## src/rtl/accum_8bit_stream_pkg.sv

```systemverilog
// Shared types and helpers for the 8-bit sample accumulator.
package accum_pkg;

   typedef enum logic [1:0] {
      IDLE,
      ACC,
      DONE
   } accum_state_t;

   localparam int DATA_W = 8;

   // Width needed to hold a count from 0 to n inclusive.
   function automatic int cnt_w(input int n);
      return $clog2(n + 1);
   endfunction

endpackage

```

## src/rtl/accum_8bit_stream_if.sv

```systemverilog
// Sample-in / frame-total-out valid/ready bus for accum_8bit_stream.
// The slave modport is the accumulator side; master is the producer/consumer side.
interface accum_8bit_stream_if #(
   parameter int ACC_W = 16
);

   logic [7:0]       in_data;
   logic             in_valid;
   logic             in_ready;
   logic [ACC_W-1:0] out_sum;
   logic             out_ovf;
   logic             out_valid;
   logic             out_ready;

   modport slave (
      input  in_data,
      input  in_valid,
      output in_ready,
      output out_sum,
      output out_ovf,
      output out_valid,
      input  out_ready
   );

   modport master (
      output in_data,
      output in_valid,
      input  in_ready,
      input  out_sum,
      input  out_ovf,
      input  out_valid,
      output out_ready
   );

endinterface

```

## src/rtl/accum_8bit_stream_adder.sv

```systemverilog
// Plain 8-bit ripple adder with carry in/out; sums the low accumulator byte.
module adder_8bit (
   input  logic [7:0] a,
   input  logic [7:0] b,
   input  logic       cin,
   output logic [7:0] sum,
   output logic       cout
);

   // Nine-bit add so the carry-out falls out as the top bit.
   always_comb begin
      {cout, sum} = {1'b0, a} + {1'b0, b} + {8'b0, cin};
   end

endmodule

```

## src/rtl/accum_8bit_stream.sv

```systemverilog
// Frame accumulator: sums NUM_SAMPLES 8-bit samples into an ACC_W-bit total and
// offers it downstream over valid/ready.
// Optional build macro ACCUM_SATURATE_EN: clamp the total to all-ones on overflow
// instead of wrapping.
module accum_8bit_stream
   import accum_pkg::*;
#(
   parameter int ACC_W       = 16,
   parameter int NUM_SAMPLES = 4
) (
   input logic               clk,
   input logic               rst,
   accum_8bit_stream_if.slave bus
);

   localparam int               HI_W = ACC_W - DATA_W;
   localparam int               CW   = cnt_w(NUM_SAMPLES);
   localparam logic [CW-1:0]    LAST = CW'(NUM_SAMPLES);

   accum_state_t     state;
   logic [ACC_W-1:0] acc;
   logic [CW-1:0]    cnt;
   logic             ovf;
   logic             in_rdy_q;
   logic             out_vld_q;

   logic [DATA_W-1:0] lo_sum;
   logic              lo_cout;
   logic [HI_W-1:0]   hi_nxt;
   logic              wrap;
   logic              accept;
   logic [ACC_W-1:0]  acc_nxt;
   logic [CW-1:0]     cnt_inc;

   adder_8bit u_lo_add (
      .a    (acc[DATA_W-1:0]),
      .b    (bus.in_data),
      .cin  (1'b0),
      .sum  (lo_sum),
      .cout (lo_cout)
   );

   // Upper-bit increment, overflow detect and next accumulator value.
   always_comb begin
      hi_nxt  = acc[ACC_W-1:DATA_W] + HI_W'(lo_cout);
      wrap    = lo_cout & (&acc[ACC_W-1:DATA_W]);
      accept  = bus.in_valid & in_rdy_q;
      cnt_inc = cnt + CW'(1);
`ifdef ACCUM_SATURATE_EN
      // Once clamped, the frame stays pinned at all-ones.
      acc_nxt = (wrap | ovf) ? '1 : {hi_nxt, lo_sum};
`else
      acc_nxt = {hi_nxt, lo_sum};
`endif
   end

   // Frame FSM with registered handshake outputs.
   always_ff @(posedge clk or posedge rst) begin
      if (rst) begin
         state     <= IDLE;
         acc       <= '0;
         cnt       <= '0;
         ovf       <= 1'b0;
         in_rdy_q  <= 1'b0;
         out_vld_q <= 1'b0;
      end else begin
         case (state)
            IDLE: begin
               in_rdy_q <= 1'b1;
               if (accept) begin
                  acc <= acc_nxt;
                  ovf <= ovf | wrap;
                  cnt <= CW'(1);
                  if (NUM_SAMPLES == 1) begin
                     state     <= DONE;
                     in_rdy_q  <= 1'b0;
                     out_vld_q <= 1'b1;
                  end else begin
                     state <= ACC;
                  end
               end
            end
            ACC: begin
               if (accept) begin
                  acc <= acc_nxt;
                  ovf <= ovf | wrap;
                  cnt <= cnt_inc;
                  if (cnt_inc == LAST) begin
                     state     <= DONE;
                     in_rdy_q  <= 1'b0;
                     out_vld_q <= 1'b1;
                  end
               end
            end
            DONE: begin
               if (out_vld_q && bus.out_ready) begin
                  state     <= IDLE;
                  acc       <= '0;
                  cnt       <= '0;
                  ovf       <= 1'b0;
                  in_rdy_q  <= 1'b1;
                  out_vld_q <= 1'b0;
               end
            end
            default: begin
               state     <= IDLE;
               in_rdy_q  <= 1'b0;
               out_vld_q <= 1'b0;
            end
         endcase
      end
   end

   assign bus.in_ready  = in_rdy_q;
   assign bus.out_sum   = acc;
   assign bus.out_ovf   = ovf;
   assign bus.out_valid = out_vld_q;

endmodule

```

## src/flat_wrapper.sv

```systemverilog
// flat-port wrapper written by rule: the top's interface ports become plain ports
module accum_8bit_stream_flat import accum_pkg::*;
#(
   parameter int ACC_W       = 16,
   parameter int NUM_SAMPLES = 4
)
  (clk, rst, bus_in_data, bus_in_valid, bus_in_ready, bus_out_sum, bus_out_ovf, bus_out_valid, bus_out_ready);
  accum_8bit_stream_if #(.ACC_W(ACC_W)) bus_i ();
  input logic clk;
  input logic rst;
  input wire logic [$bits(bus_i.in_data)-1:0] bus_in_data;
  input wire logic [$bits(bus_i.in_valid)-1:0] bus_in_valid;
  output wire logic [$bits(bus_i.in_ready)-1:0] bus_in_ready;
  output wire logic [$bits(bus_i.out_sum)-1:0] bus_out_sum;
  output wire logic [$bits(bus_i.out_ovf)-1:0] bus_out_ovf;
  output wire logic [$bits(bus_i.out_valid)-1:0] bus_out_valid;
  input wire logic [$bits(bus_i.out_ready)-1:0] bus_out_ready;
  assign bus_i.in_data = bus_in_data;
  assign bus_i.in_valid = bus_in_valid;
  assign bus_in_ready = bus_i.in_ready;
  assign bus_out_sum = bus_i.out_sum;
  assign bus_out_ovf = bus_i.out_ovf;
  assign bus_out_valid = bus_i.out_valid;
  assign bus_i.out_ready = bus_out_ready;
  accum_8bit_stream #(.ACC_W(ACC_W), .NUM_SAMPLES(NUM_SAMPLES)) u_core (.clk(clk), .rst(rst), .bus(bus_i));
endmodule
```

## config.mk

```make
export PLATFORM = sky130hd
export DESIGN_NAME = accum_8bit_stream_flat
export DESIGN_NICKNAME = d
export VERILOG_FILES = /design/src/rtl/accum_8bit_stream_pkg.sv /design/src/rtl/accum_8bit_stream_if.sv /design/src/rtl/accum_8bit_stream_adder.sv /design/src/rtl/accum_8bit_stream.sv /design/src/flat_wrapper.sv
export SDC_FILE = /design/constraint.sdc
export NUM_CORES = 1
export LEC_CHECK = 0
export BUFFER_PORTS_ARGS = -buffer_cell sky130_fd_sc_hd__buf_2
export CORE_MARGIN = 4
export CORE_UTILIZATION = 45
export CTS_CLUSTER_DIAMETER = 40
export DETAILED_ROUTE_END_ITERATION = 7
export PLACE_DENSITY_LB_ADDON = 0.12
export SYNTH_ARGS = -nofsm -noshare
export SYNTH_HDL_FRONTEND = slang
export SYNTH_HIERARCHICAL = 1
export SYNTH_SLANG_ARGS = --single-unit
```

## constraint.sdc

```tcl
create_clock -name clk -period 2.9 [get_ports clk]
set_input_delay 0.29 -clock clk [delete_from_list [all_inputs] [get_ports clk]]
set_output_delay 0.29 -clock clk [all_outputs]
set_load 0.01 [all_outputs]
```

=== After elaboration in Yosys (flattened, before gate mapping) ===
Index checks and enable logic that the tools add are counted.

* Equal/unequal tests: 8
* Muxes and demuxes: 22
* Bitwise logic cells: 4
* $add $sub $neg: 3
* Reductions and logical operators: 11

{| class="wikitable"
|+ Operator list
! operator !! count
|-
| $mux 16 || 2
|-
| $pmux 16 s2 || 1
|-
| $reduce_and 4->1 || 3
|-
| $ne 2x1->1 const B || 5
|-
| $add 8x8->9 || 1
|-
| $mux 3 || 3
|-
| $pmux 3 s3 || 1
|-
| $add 8x1->8 || 1
|-
| $mux 2 || 4
|-
| $reduce_and 8->1 || 1
|-
| $mux 1 || 7
|-
| $pmux 1 s3 || 2
|-
| $pmux 2 s3 || 1
|-
| $reduce_and 3->1 || 2
|-
| $add 3x1->3 const B || 1
|-
| $eq 3x3->1 const B || 1
|-
| $reduce_bool 3->1 || 1
|-
| $and 1x1->1 || 2
|-
| $eq 2x1->1 const B || 1
|-
| $eq 2x2->1 const B || 1
|-
| $logic_not 2->1 || 1
|-
| $pmux 1 s2 || 1
|-
| $reduce_bool 2->1 || 1
|-
| $reduce_or 2->1 || 1
|-
| 3 further kinds || 3
|}

* Input bits: 12
* Register bits: 24
* Output and inout port bits: 19

=== Depth between registers and ports, before layout ===
Gate-level depths: netlist (run 1).

* Word-level depth: 5
* Gate-level depth with buffers: 11

=== Modules after synthesis ===
The synthesis (run 1) kept the hierarchy.

{| class="wikitable"
|+ By module, submodules not included
! module !! sequential area each (um2) !! times used !! cells each !! area an instance (um2)
|-
| accum_8bit_stream || 600.6 || 1 || 123 || 1,362.6
|-
| adder_8bit || 0.0 || 1 || 42 || 331.6
|}

=== Least setup slack after synthesis (run 1) ===
Ideal clock, no wire load.

* Path kind: register to register
* Start point: register u_core.acc[0], in the netlist u_core/bus.out_sum[0]
* End point: register u_core.acc[14], in the netlist u_core/bus.out_sum[14]
* Library setup time: 0.087 ns
* Cell stages (with the launch flop): 12
* Path buffers: 0
* Clock period less this slack: 2.800 ns
* Path slack: 0.100 ns
* Arrival time: 2.714 ns
* Cells stage by stage: dfrtp_1 fa_1 fa_1 a21oi_1 nor2_1 nor2_1 o21ai_0 ha_1 ha_1 and3_1 a211o_1 o211ai_1

* Longest elaborated chain between the ends: 4

{| class="wikitable"
|+ Ends and longest elaborated chain
! element !! RTL line !! RTL
|-
| start: declaration || accum_8bit_stream.sv:21 || <nowiki>logic [ACC_W-1:0] acc;</nowiki>
|-
| start signal: assignment || accum_8bit_stream.sv:71 || <nowiki>acc <= acc_nxt;</nowiki>
|-
| start signal: assignment || accum_8bit_stream.sv:85 || <nowiki>acc <= acc_nxt;</nowiki>
|-
| $add 8x8->9 || accum_8bit_stream_adder.sv:12 || <nowiki>{cout, sum} = {1'b0, a} + {1'b0, b} + {8'b0, cin};</nowiki>
|-
| named net u_core.lo_cout || accum_8bit_stream.sv:28 || <nowiki>logic lo_cout;</nowiki>
|-
| $add 8x1->8 || accum_8bit_stream.sv:45 || <nowiki>hi_nxt = acc[ACC_W-1:DATA_W] + HI_W'(lo_cout);</nowiki>
|-
| $mux 16 || accum_8bit_stream.sv:70, accum_8bit_stream.sv:84 ||
|-
| $pmux 16 s2 || accum_8bit_stream.sv:67 || <nowiki>case (state)</nowiki>
|}

The timed path passes the listed nets, and every way through them passes these cells. The select of a mux whose other input is x is not followed.
A chain may end at the register's enable or synchronous reset.

=== Final worst setup path (run 1) ===
Same ends and word-level chain as after synthesis.

==> results.ini, run 1 <==
[floorplan]
num_io_pins=31
std_cell_rows=22
die_area_um2=4810
coreArea_um2=3661
fp.dieH_um=69.36
die_w_um=69.36
initial_utilization_pct=46.27

[power_and_ir_drop]
internal_power_mw=1.046
clockPowerShare_pct=13.3
combinationalPowerShare_pct=54.9
p_switching_uw=751.5
peakVddDrop_uv=448.8
p_leak_nw=0.9356
cellPowerDensity_nw_per_um2=912.3
p_seq_share_pct=31.8
sw_frac_of_total_pct=41.80

[critical_path]
path_cells=fa_2 -> fa_2 -> a21oi_2 -> nor2_1 -> nor2_1 -> o21ai_1 -> ha_2 -> ha_1 -> and3_4 -> a211o_1 -> o211ai_1
startpoint_type=register
critPathTopFamily=adder cells
path_buf_inv=0
crit_arrival_ns=2.85
cp_max_fo=4
required_ns=3.10
slowest_stage=dfrtp_1
worst-setup-path-type=reg -> reg
end_kind=register
critPathMaxStageDelay_ns=0.41

[drt]
avgRoutedWirePerCell_um=15.26
dr.pass1.iters=4
via_count=1433
drt_iter0_markers=94
totalWireLength_um=3753
detail-route-antenna-nets=0
drt_drc_violations_left=0
drt-vias-per-instance=5.825

[yosys]
netlist.area_leader.share_pct=35.45
synthFlopType=dfrtp_1
synth_cell_types=54
ys_top_cells_by_area=dfrtp_1, ha_1, a22o_1
synthCells=165
synth_area_per_cell_um2=10.27
async_flop_share_pct=100.0
syn_nets=194
synth-seq-area-share_pct=35.45
yosys.area.top_type=dfrtp_1
synth_edf_count=0
ys_ff_latch=24
syn_area_um2=1694
ys_warn_count=6

[clocking]
cts_max_path_buffers=2
clk_latency_ns=0.28
htree_num_levels=1
path_clk_slew_ns=0.10
cts_tree=built
cts_buffers=3
cts-root-buf=clkbuf_8
clock_sinks=24

[timing]
final-hold-violation-count=0
post-route-min-period_ns=2.653
fin_skew_ns=0.009704
grt_setup_unrepaired=false
setup_violations=0
holdWs_ns=0.2125
post-route-period-util_pct=91.47
maxSlewViolCount=0
fmax_mhz=377.0
worst_pin_slew_ns=0.9489
relSlewSlack_pct=36.67
tns_ns=0

[grt]
grt_overflow=0
grtUsageTotal_pct=16.40
grt_max_degree=25
antenna_found_initial=0
first_global_vias=1460
grt_pass1_wl_um=6603

[placed_design]
hpwlAfterDp_um=2710
gp_congestion=0.8352
portBuffers=30
dp_cells=242
dpl_cell_area_um2=1899

[cells_and_area]
final_nets=228
final_util_pct=53.83
design_area_um2=1971
multi_input_area_um2=1041
diodes=0
n_fill_cell=346
drive_gt1_share_pct=25.25
final_cells=246
area_delta_synth_final_pct=16.32
final-seq-area_um2=600.6

[run]
cap_violations=0

[min_path]
hp-class=in -> async

[outcome]
status=finished, final reports clean

-- sequential cells by signal (all words and copies together) (netlist names) --
register              flops
u_core/bus.out_sum       16
u_core/bus.in_ready       1
u_core/cnt                3
u_core/state              2
u_core/bus.out_ovf        1
u_core/bus.out_valid      1
-- power groups by stage --
stage | clock [mW] | combinational, mW | sequential (mW)
floorplan | 0 | 0.690 | 0.599
global placement | 0 | 0.955 | 0.572
detailed placement | 0 | 0.973 | 0.578
CTS | 0.249 | 0.990 | 0.571
global route | 0.264 | 1.11 | 0.596
finish | 0.239 | 0.987 | 0.572
-- final timing paths --
path	startpoint	to	slack, ns	cells past startpoint
max reg2reg	u_core/bus.out_sum[0]	u_core/bus.out_sum[14]	0.25	11
max	u_core/bus.out_sum[0]	u_core/bus.out_sum[14]	0.25	11
min	rst	u_core/bus.out_sum[14]	0.21	2
min in group clk	bus_out_ready	u_core/bus.out_ovf	0.42	4
max in group asynchronous	rst	u_core/bus.out_sum[3]	2.11	2
min reg2reg	u_core/bus.out_ovf	u_core/bus.out_ovf	0.54	2
-- per-layer routing --
metal  GRT usage (%)  vias to the layer above  share of wire (%)
li1                -                      700                  -
met1           21.51                      689                 46
met2           27.12                       40                 48
met3           2.754                        4                4.1
met4           5.857                        0                1.2
met5               0                        -                  0
-- synthesized netlist by cell type, types with 4 or more instances --
cell type,instances
a21oi_1,9
a311o_1,4
o211ai_1,4
nor2_1,4
ha_1,15
dfrtp_1,24
o21ai_0,8
inv_1,10
nand3_1,5
a22o_1,10
nand2_1,4
-- kinds of logic (layout without fill, tap and decap cells) --
group           after synthesis  count (layout)  share of synthesized area [%]
compound gates               63              63                          28.51
simple gates                 36              36                          13.15
flops                        24              24                          35.45
fa+ha+maj                    17              17                          13.44
buf+inv                      15              48                          4.062
xor+xnor                      6               6                          3.102
mux                           3               3                          2.068
other cells                   1               1                         0.2214
-- cell usage in the layout, fill, tap and decap left out, types with 3 or more instances in the layout --
cell type and n:
a21o_1 3, a21oi_1 8, a22o_1 10, a311o_1 4
buf_2 30, buf_4 3, clkbuf_8 4, dfrtp_1 24
ha_1 14, inv_1 10, nand2_1 4, nand3_1 5
nor2_1 4, nor2b_1 3, nor3_1 3, o2111ai_1 3
o211ai_1 4, o21a_1 3, o21ai_0 7, o22a_1 3
xnor2_1 3, xor2_1 3
-- final cells by class --
| class | count | share of cell area [%] |
|---|---|---|
| Inverter | 11 | 2.095 |
| Multi-Input combinational cell | 126 | 52.83 |
| Timing Repair Buffer | 33 | 8.762 |
| Sequential cell | 24 | 30.48 |
| Clock buffer | 4 | 2.794 |
| Tap cell | 48 | 3.048 |
-- through the flow --
stage | power (mW) | setup slack, ns
2_1_floorplan | 1.289 | 0.09975
3_3_place_gp | 1.527 | 0.05707
3_5_place_dp | 1.551 | -0.02823
4_1_cts | 1.810 | 0.02767
5_1_grt | 1.974 | 0.04875
6_report | 1.798 | 0.2473
-- what timing repair did --
item                                    CTS  global route
pin swaps                                 0             2
endpoints found under the setup margin    1             3
setup buffers                             0             0
gates resized for setup                   2             4
hold buffers                              0             0
Note: power is estimated with default switching activity, not from simulation.
==> inputs of run 2 (changes only) <==
--- a/config.mk
+++ b/config.mk
@@ -10,6 +10,7 @@
 export CORE_UTILIZATION = 45
 export CTS_CLUSTER_DIAMETER = 40
 export DETAILED_ROUTE_END_ITERATION = 7
+export MAX_ROUTING_LAYER = met4
 export PLACE_DENSITY_LB_ADDON = 0.12
 export SYNTH_ARGS = -nofsm -noshare
 export SYNTH_HDL_FRONTEND = slang
==> constraint.sdc (replaced) <==
create_clock -name clk -period 2.9 [get_ports clk]
set_input_delay 0.725 -clock clk [delete_from_list [all_inputs] [get_ports clk]]
set_output_delay 0.725 -clock clk [all_outputs]
set_load 0.01 [all_outputs]
==> run 2 against run 1 <==
  * Fmax down 4.7%
  * Die area unchanged
  * Via count down 0.49%
  * Non-clock buffer count up 1
  * Worst setup slack worse by 0.13 ns
  * Global-route usage up 1.1 points
  * Total power up 0.31%
  * Highest routed layer unchanged
==> results.ini, run 2 (synthesis results as in run 1) <==
[min_path]
hp-class=in -> async

[floorplan]
die_area_um2=4810  ; unchanged
initial_utilization_pct=46.27  ; unchanged
coreArea_um2=3661  ; unchanged
fp.dieH_um=69.36  ; unchanged
num_io_pins=31  ; unchanged
die_w_um=69.36  ; unchanged
std_cell_rows=22  ; unchanged

[critical_path]
startpoint_type=input pin
cp_max_fo=4  ; unchanged
worst-setup-path-type=in -> reg
rr_worst_depth=11  ; unchanged
required_ns=3.10  ; about the same
end_kind=register
rrSetupSlack_ns=0.20  ; -0.05 ns
timing.rr.end=u_core/bus.out_sum[14]
r2r-start=u_core/bus.out_sum[0]
crit_arrival_ns=2.98  ; +0.13 ns

[drt]
route.met2.wl_um=1800  ; -0.94%
routed.top_layer=met4
avgRoutedWirePerCell_um=15.02  ; -1.5%
drt_iter0_markers=99  ; +5.3%
route.met3.wl_um=163  ; +5.2%
dr.pass1.iters=4  ; unchanged
via_count=1426  ; -0.49%
totalWireLength_um=3710  ; -1.1%
drt_drc_violations_left=0  ; unchanged
detail-route-antenna-nets=0  ; unchanged
drt-vias-per-instance=5.773  ; -0.89%
routedLengthMet1_um=1690  ; -2.6%

[clocking]
cts_buffers=3  ; unchanged
path_clk_slew_ns=0.09  ; about the same
cts_tree=built
clock_sinks=24  ; unchanged
cts-root-buf=clkbuf_8
htree_num_levels=1  ; unchanged
cts_max_path_buffers=2  ; unchanged
cts_setup_buffers=0  ; unchanged
cts_hold_buf=0  ; unchanged
clk_latency_ns=0.27  ; about the same

[timing]
final-hold-violation-count=0  ; unchanged
tns_ns=0  ; unchanged
holdWs_ns=0.4775  ; +0.2650 ns
grt_setup_unrepaired=false
worst_pin_slew_ns=0.8067  ; -0.1422 ns
fmax_mhz=359.4  ; -4.7%
fin_skew_ns=0.003808  ; -0.005896 ns
fin_ws_ns=0.1178  ; -0.1295 ns
post-route-min-period_ns=2.782  ; +0.1295 ns
post-route-period-util_pct=95.94  ; +4.5 points
maxSlewViolCount=0  ; unchanged
relSlewSlack_pct=46.10  ; +9.4 points
setup_violations=0  ; unchanged

[cells_and_area]
area_delta_synth_final_pct=17.13
drive_gt1_share_pct=26.63  ; +1.4 points
final_cell_mix=buf_2, dfrtp_1, ha_1
largest_reg_flops=16  ; unchanged
layout_commonest_cell=buf_2
final_util_pct=54.20  ; +0.38 points
diodes=0  ; unchanged
final_nets=229  ; +0.44%

[power_and_ir_drop]
power.total_mw=1.803  ; +0.31%
peakVddDrop_uv=503.8  ; +12%
p_leak_nw=0.9426  ; +0.75%
cellPowerDensity_nw_per_um2=908.8  ; -0.38%

[placed_design]
hpwlAfterDp_um=2835  ; +4.6%
gp_congestion=0.8439  ; +1.0%
portBuffers=30  ; unchanged
dp_slack_ns=-0.2764  ; -0.2482 ns

[outcome]
status=finished, final reports clean

[run]
cap_violations=0  ; unchanged

[grt]
first_global_vias=1438  ; -1.5%
grt_pass1_wl_um=6879  ; +4.2%
antenna_found_initial=0  ; unchanged
grt_overflow=0  ; unchanged
grt_max_degree=25  ; unchanged
grtUsageTotal_pct=17.54  ; +1.1 points

run 2: cell types whose count changed in the layout (fill, tap and decap cells not counted):
cell	change
nor2_1	-1
o21ai_2	+1
buf_4	+1
nor2_2	+1
o21ai_1	-1
run 2: how the worst max path moves through the flow:
stage	startpoint	endpoint	slack (ns)	cells after the start
3_3_place_gp	bus_in_data[0]	u_core/bus.out_sum[14]	-0.22	12
4_1_cts	bus_in_data[0]	u_core/bus.out_sum[14]	0.007	12
6_report	bus_in_data[0]	u_core/bus.out_sum[14]	0.12	12
5_1_grt	bus_in_data[0]	u_core/bus.out_sum[14]	0.007	12
2_1_floorplan	bus_in_data[0]	u_core/bus.out_sum[14]	0.005	11
3_5_place_dp	bus_in_data[0]	u_core/bus.out_sum[14]	-0.28	12
run 2: per-stage QoR:
stage	cells	cell area, um^2
finish	247	1984
CTS	247	1978
global placement	243	1923
global route	247	1984
detailed placement	243	1923
floorplan	165	1710
run 2: timing repair:
item                                   in CTS  in global routing
setup endpoints to repair                   0                  3
endpoints found under the hold margin       0                  0
resized for setup                           0                  2
run 2: critical path, stage by stage:
cell	delay, ns
buf_2	0.11
fa_2	0.38
fa_2	0.39
a21oi_2	0.15
nor2_1	0.07
nor2_2	0.13
o21ai_2	0.09
ha_2	0.19
ha_1	0.20
and3_4	0.18
a211o_1	0.29
o211ai_1	0.07
run 2: report_power, final:
| part | internal [mW] | switching [mW] | total, mW |
|---|---|---|---|
| combinational | 0.481 | 0.511 | 0.992 |
| sequential | 0.447 | 0.129 | 0.576 |
| clock | 0.122 | 0.114 | 0.235 |
run 2: area by class of cell:
cell class              instances  area, um^2
multi-input cells             126        1047
clock buffers                   4       55.05
well taps                      48       60.06
inverters                      11       41.29
flip-flops and latches         24       600.6
fillers                       348        1677
repair buffers                 34       180.2
run 2: layer usage:
metal / GRT usage [%] / up-vias
li1: - / 706
met1: 23.12 / 684
met2: 27.86 / 31
met3: 2.174 / 5
met4: 6.074 / 0
met5: - / -
==> inputs of run 3 (changes only) <==
--- a/config.mk
+++ b/config.mk
@@ -7,7 +7,7 @@
 export LEC_CHECK = 0
 export BUFFER_PORTS_ARGS = -buffer_cell sky130_fd_sc_hd__buf_2
 export CORE_MARGIN = 4
-export CORE_UTILIZATION = 45
+export CORE_UTILIZATION = 60
 export CTS_CLUSTER_DIAMETER = 40
 export DETAILED_ROUTE_END_ITERATION = 7
 export MAX_ROUTING_LAYER = met4
==> constraint.sdc (replaced) <==
create_clock -name clk -period 3.4 [get_ports clk]
set_input_delay 0.85 -clock clk [delete_from_list [all_inputs] [get_ports clk]]
set_output_delay 0.85 -clock clk [all_outputs]
set_load 0.01 [all_outputs]
==> run 3 against run 2 <==
  * Non-clock buffer count down 2
  * Utilization rose by 16 points
  * First-iteration DRC count is 42% lower
  * Final area down 3.9%
  * Die area decreased by 22%
  * Critical path depth is the same
  * Clock-buffer cell count unchanged
  * Sequential cell count did not move
  * Wire length is 3.5% lower
==> results.ini, run 3 (synthesis results as in run 1) <==
[grt]
grt_pass1_wl_um=5947  ; -14%
grt_max_degree=25  ; unchanged
grtUsageTotal_pct=21.27  ; +3.7 points
first_global_vias=1389  ; -3.4%
antenna_found_initial=0  ; unchanged
grt_overflow=0  ; unchanged

[cells_and_area]
final_cell_mix=buf_2, dfrtp_1, ha_1
drive_gt1_share_pct=22.34  ; -4.3 points
layout_commonest_cell=buf_2
design_area_um2=1907  ; -3.9%
largest_reg_flops=16  ; unchanged
diodes=0  ; unchanged
final_nets=227  ; -0.87%
area_delta_synth_final_pct=12.56
n_fill_cell=219  ; -37%

[timing]
worst_pin_slew_ns=0.9154  ; +0.1087 ns
grt_setup_unrepaired=false
maxSlewViolCount=0  ; unchanged
fmax_mhz=315.1
post-route-min-period_ns=3.174
relSlewSlack_pct=38.91  ; -7.2 points
final-hold-violation-count=0  ; unchanged
fin_skew_ns=0.004345  ; +0.0005370 ns
tns_ns=0  ; unchanged
post-route-period-util_pct=93.35
setup_violations=0  ; unchanged

[placed_design]
portBuffers=30  ; unchanged
hpwlAfterDp_um=2697  ; -4.9%
dpl_cell_area_um2=1871  ; -2.7%
gp_congestion=0.8212  ; -2.7%

[critical_path]
required_ns=3.65  ; +0.55 ns
slowest_stage=fa_1
startpoint_type=input pin
path_cells=buf_2 -> fa_1 -> fa_1 -> a21oi_1 -> nor2_1 -> nor2_1 -> o21ai_0 -> ha_1 -> ha_1 -> and3_1 -> a211o_1 -> o211ai_1
end_kind=register
critPathTopFamily=adder cells
cp_max_fo=4  ; unchanged
cp-startpoint=bus_in_data[0]
crit_arrival_ns=3.42  ; +0.44 ns
worst-setup-path-type=in -> reg
critPathMaxStageDelay_ns=0.43  ; +0.04 ns
path_buf_inv=1  ; unchanged
r2r-start=u_core/bus.out_sum[0]

[drt]
dr.pass1.iters=4  ; unchanged
drt_drc_violations_left=0  ; unchanged
avgRoutedWirePerCell_um=15.71  ; +4.6%
via_count=1461  ; +2.5%
drt_iter0_markers=57  ; -42%
totalWireLength_um=3582  ; -3.5%
detail-route-antenna-nets=0  ; unchanged
drt-vias-per-instance=6.408  ; +11%

[clocking]
cts_buffers=3  ; unchanged
cts-root-buf=clkbuf_4
cts_tree=built
clock_sinks=24  ; unchanged
post_cts_resized=0  ; unchanged
cts_setup_buffers=0  ; unchanged
cts_max_path_buffers=2  ; unchanged
path_clk_slew_ns=0.14  ; +0.05 ns
cts_hold_buf=0  ; unchanged
clk_latency_ns=0.31  ; +0.04 ns
htree_num_levels=1  ; unchanged

[power_and_ir_drop]
combinationalPowerShare_pct=55.9  ; +0.9 points
power.total_mw=1.463  ; -19%
p_switching_uw=620.1  ; -18%
p_seq_share_pct=33.6  ; +1.6 points
internal_power_uw=842.7  ; -20%
cellPowerDensity_nw_per_um2=767.1  ; -16%
sw_frac_of_total_pct=42.39  ; +0.56 points
p_leak_nw=0.9281  ; -1.5%
peakVddDrop_uv=482.9  ; -4.1%
clockPowerShare_pct=10.5  ; -2.6 points

[floorplan]
num_io_pins=31  ; unchanged
std_cell_rows=19  ; -14%
fp.dieH_um=61.14  ; -12%
coreArea_um2=2734  ; -25%
die_area_um2=3737  ; -22%
initial_utilization_pct=61.97  ; +16 points
die_w_um=61.14  ; -12%

[outcome]
status=finished, final reports clean

[min_path]
hp-class=reg -> reg
holdCritStartpoint=u_core/bus.out_ovf

[run]
cap_violations=0  ; unchanged

[run 3: changes by cell type in the layout (fill, tap and decap cells not counted), sizes merged]
cell	previous run	this run
buf	34	32
[run 3: power by group through the flow]
stage          logic (mW)  clock network [mW]  registers (mW)
2_1_floorplan       0.589                   0           0.511
3_3_place_gp        0.795                   0           0.491
3_5_place_dp        0.817                   0           0.496
4_1_cts             0.820               0.158           0.491
5_1_grt             0.917               0.168           0.507
6_report            0.818               0.153           0.491
[run 3: area by class of cell]
type | instances | area [um^2] | share of cell area, %
Clock buffer | 4 | 36.28 | 1.903
Tap cell | 31 | 38.79 | 2.034
Multi-Input combinational cell | 126 | 1025 | 53.74
Timing Repair Buffer | 32 | 165.2 | 8.661
Inverter | 11 | 41.29 | 2.165
Sequential cell | 24 | 600.6 | 31.50
[run 3: worst register-to-register path: stages, from the launching register on]
cell	delay, ns
dfrtp_1	0.43
fa_1	0.47
fa_1	0.44
a21oi_1	0.22
nor2_1	0.06
nor2_1	0.12
o21ai_0	0.14
ha_1	0.24
ha_1	0.22
and3_1	0.21
a211o_1	0.31
o211ai_1	0.08
[run 3: metrics by stage]
| step | hold WS, ns | instances | worst slack [ns] | utilization, % |
|---|---|---|---|---|
| floorplan | 0.5030 | 165 | 0.2192 | - |
| finish | 0.5505 | 228 | 0.2260 | 69.75 |
| global placement | 0.5170 | 224 | 0.003734 | 68.42 |
| global route | 0.5838 | 228 | 0.02149 | 69.75 |
| detailed placement | 0.5289 | 224 | -0.1010 | 68.42 |
| CTS | 0.5522 | 228 | 0.2329 | 69.75 |
[run 3: layer usage]
metal,vias to the layer above,GRT usage (%),part of all wire (%)
met2,43,35.35,48
li1,702,-,-
met3,2,2.516,4.2
met5,-,-,0
met4,0,6.811,0.34
met1,714,26.89,47
[run 3: worst paths after layout]
check | endpoint | slack, ns | cells past startpoint
max | u_core/bus.out_sum[14] | 0.23 | 12
min | u_core/bus.out_ovf | 0.55 | 2
max reg2reg | u_core/bus.out_sum[14] | 0.40 | 11
min reg2reg | u_core/bus.out_ovf | 0.55 | 2
max in group asynchronous | u_core/bus.out_ovf | 2.14 | 2
min in group asynchronous | u_core/bus.out_sum[3] | 0.71 | 2
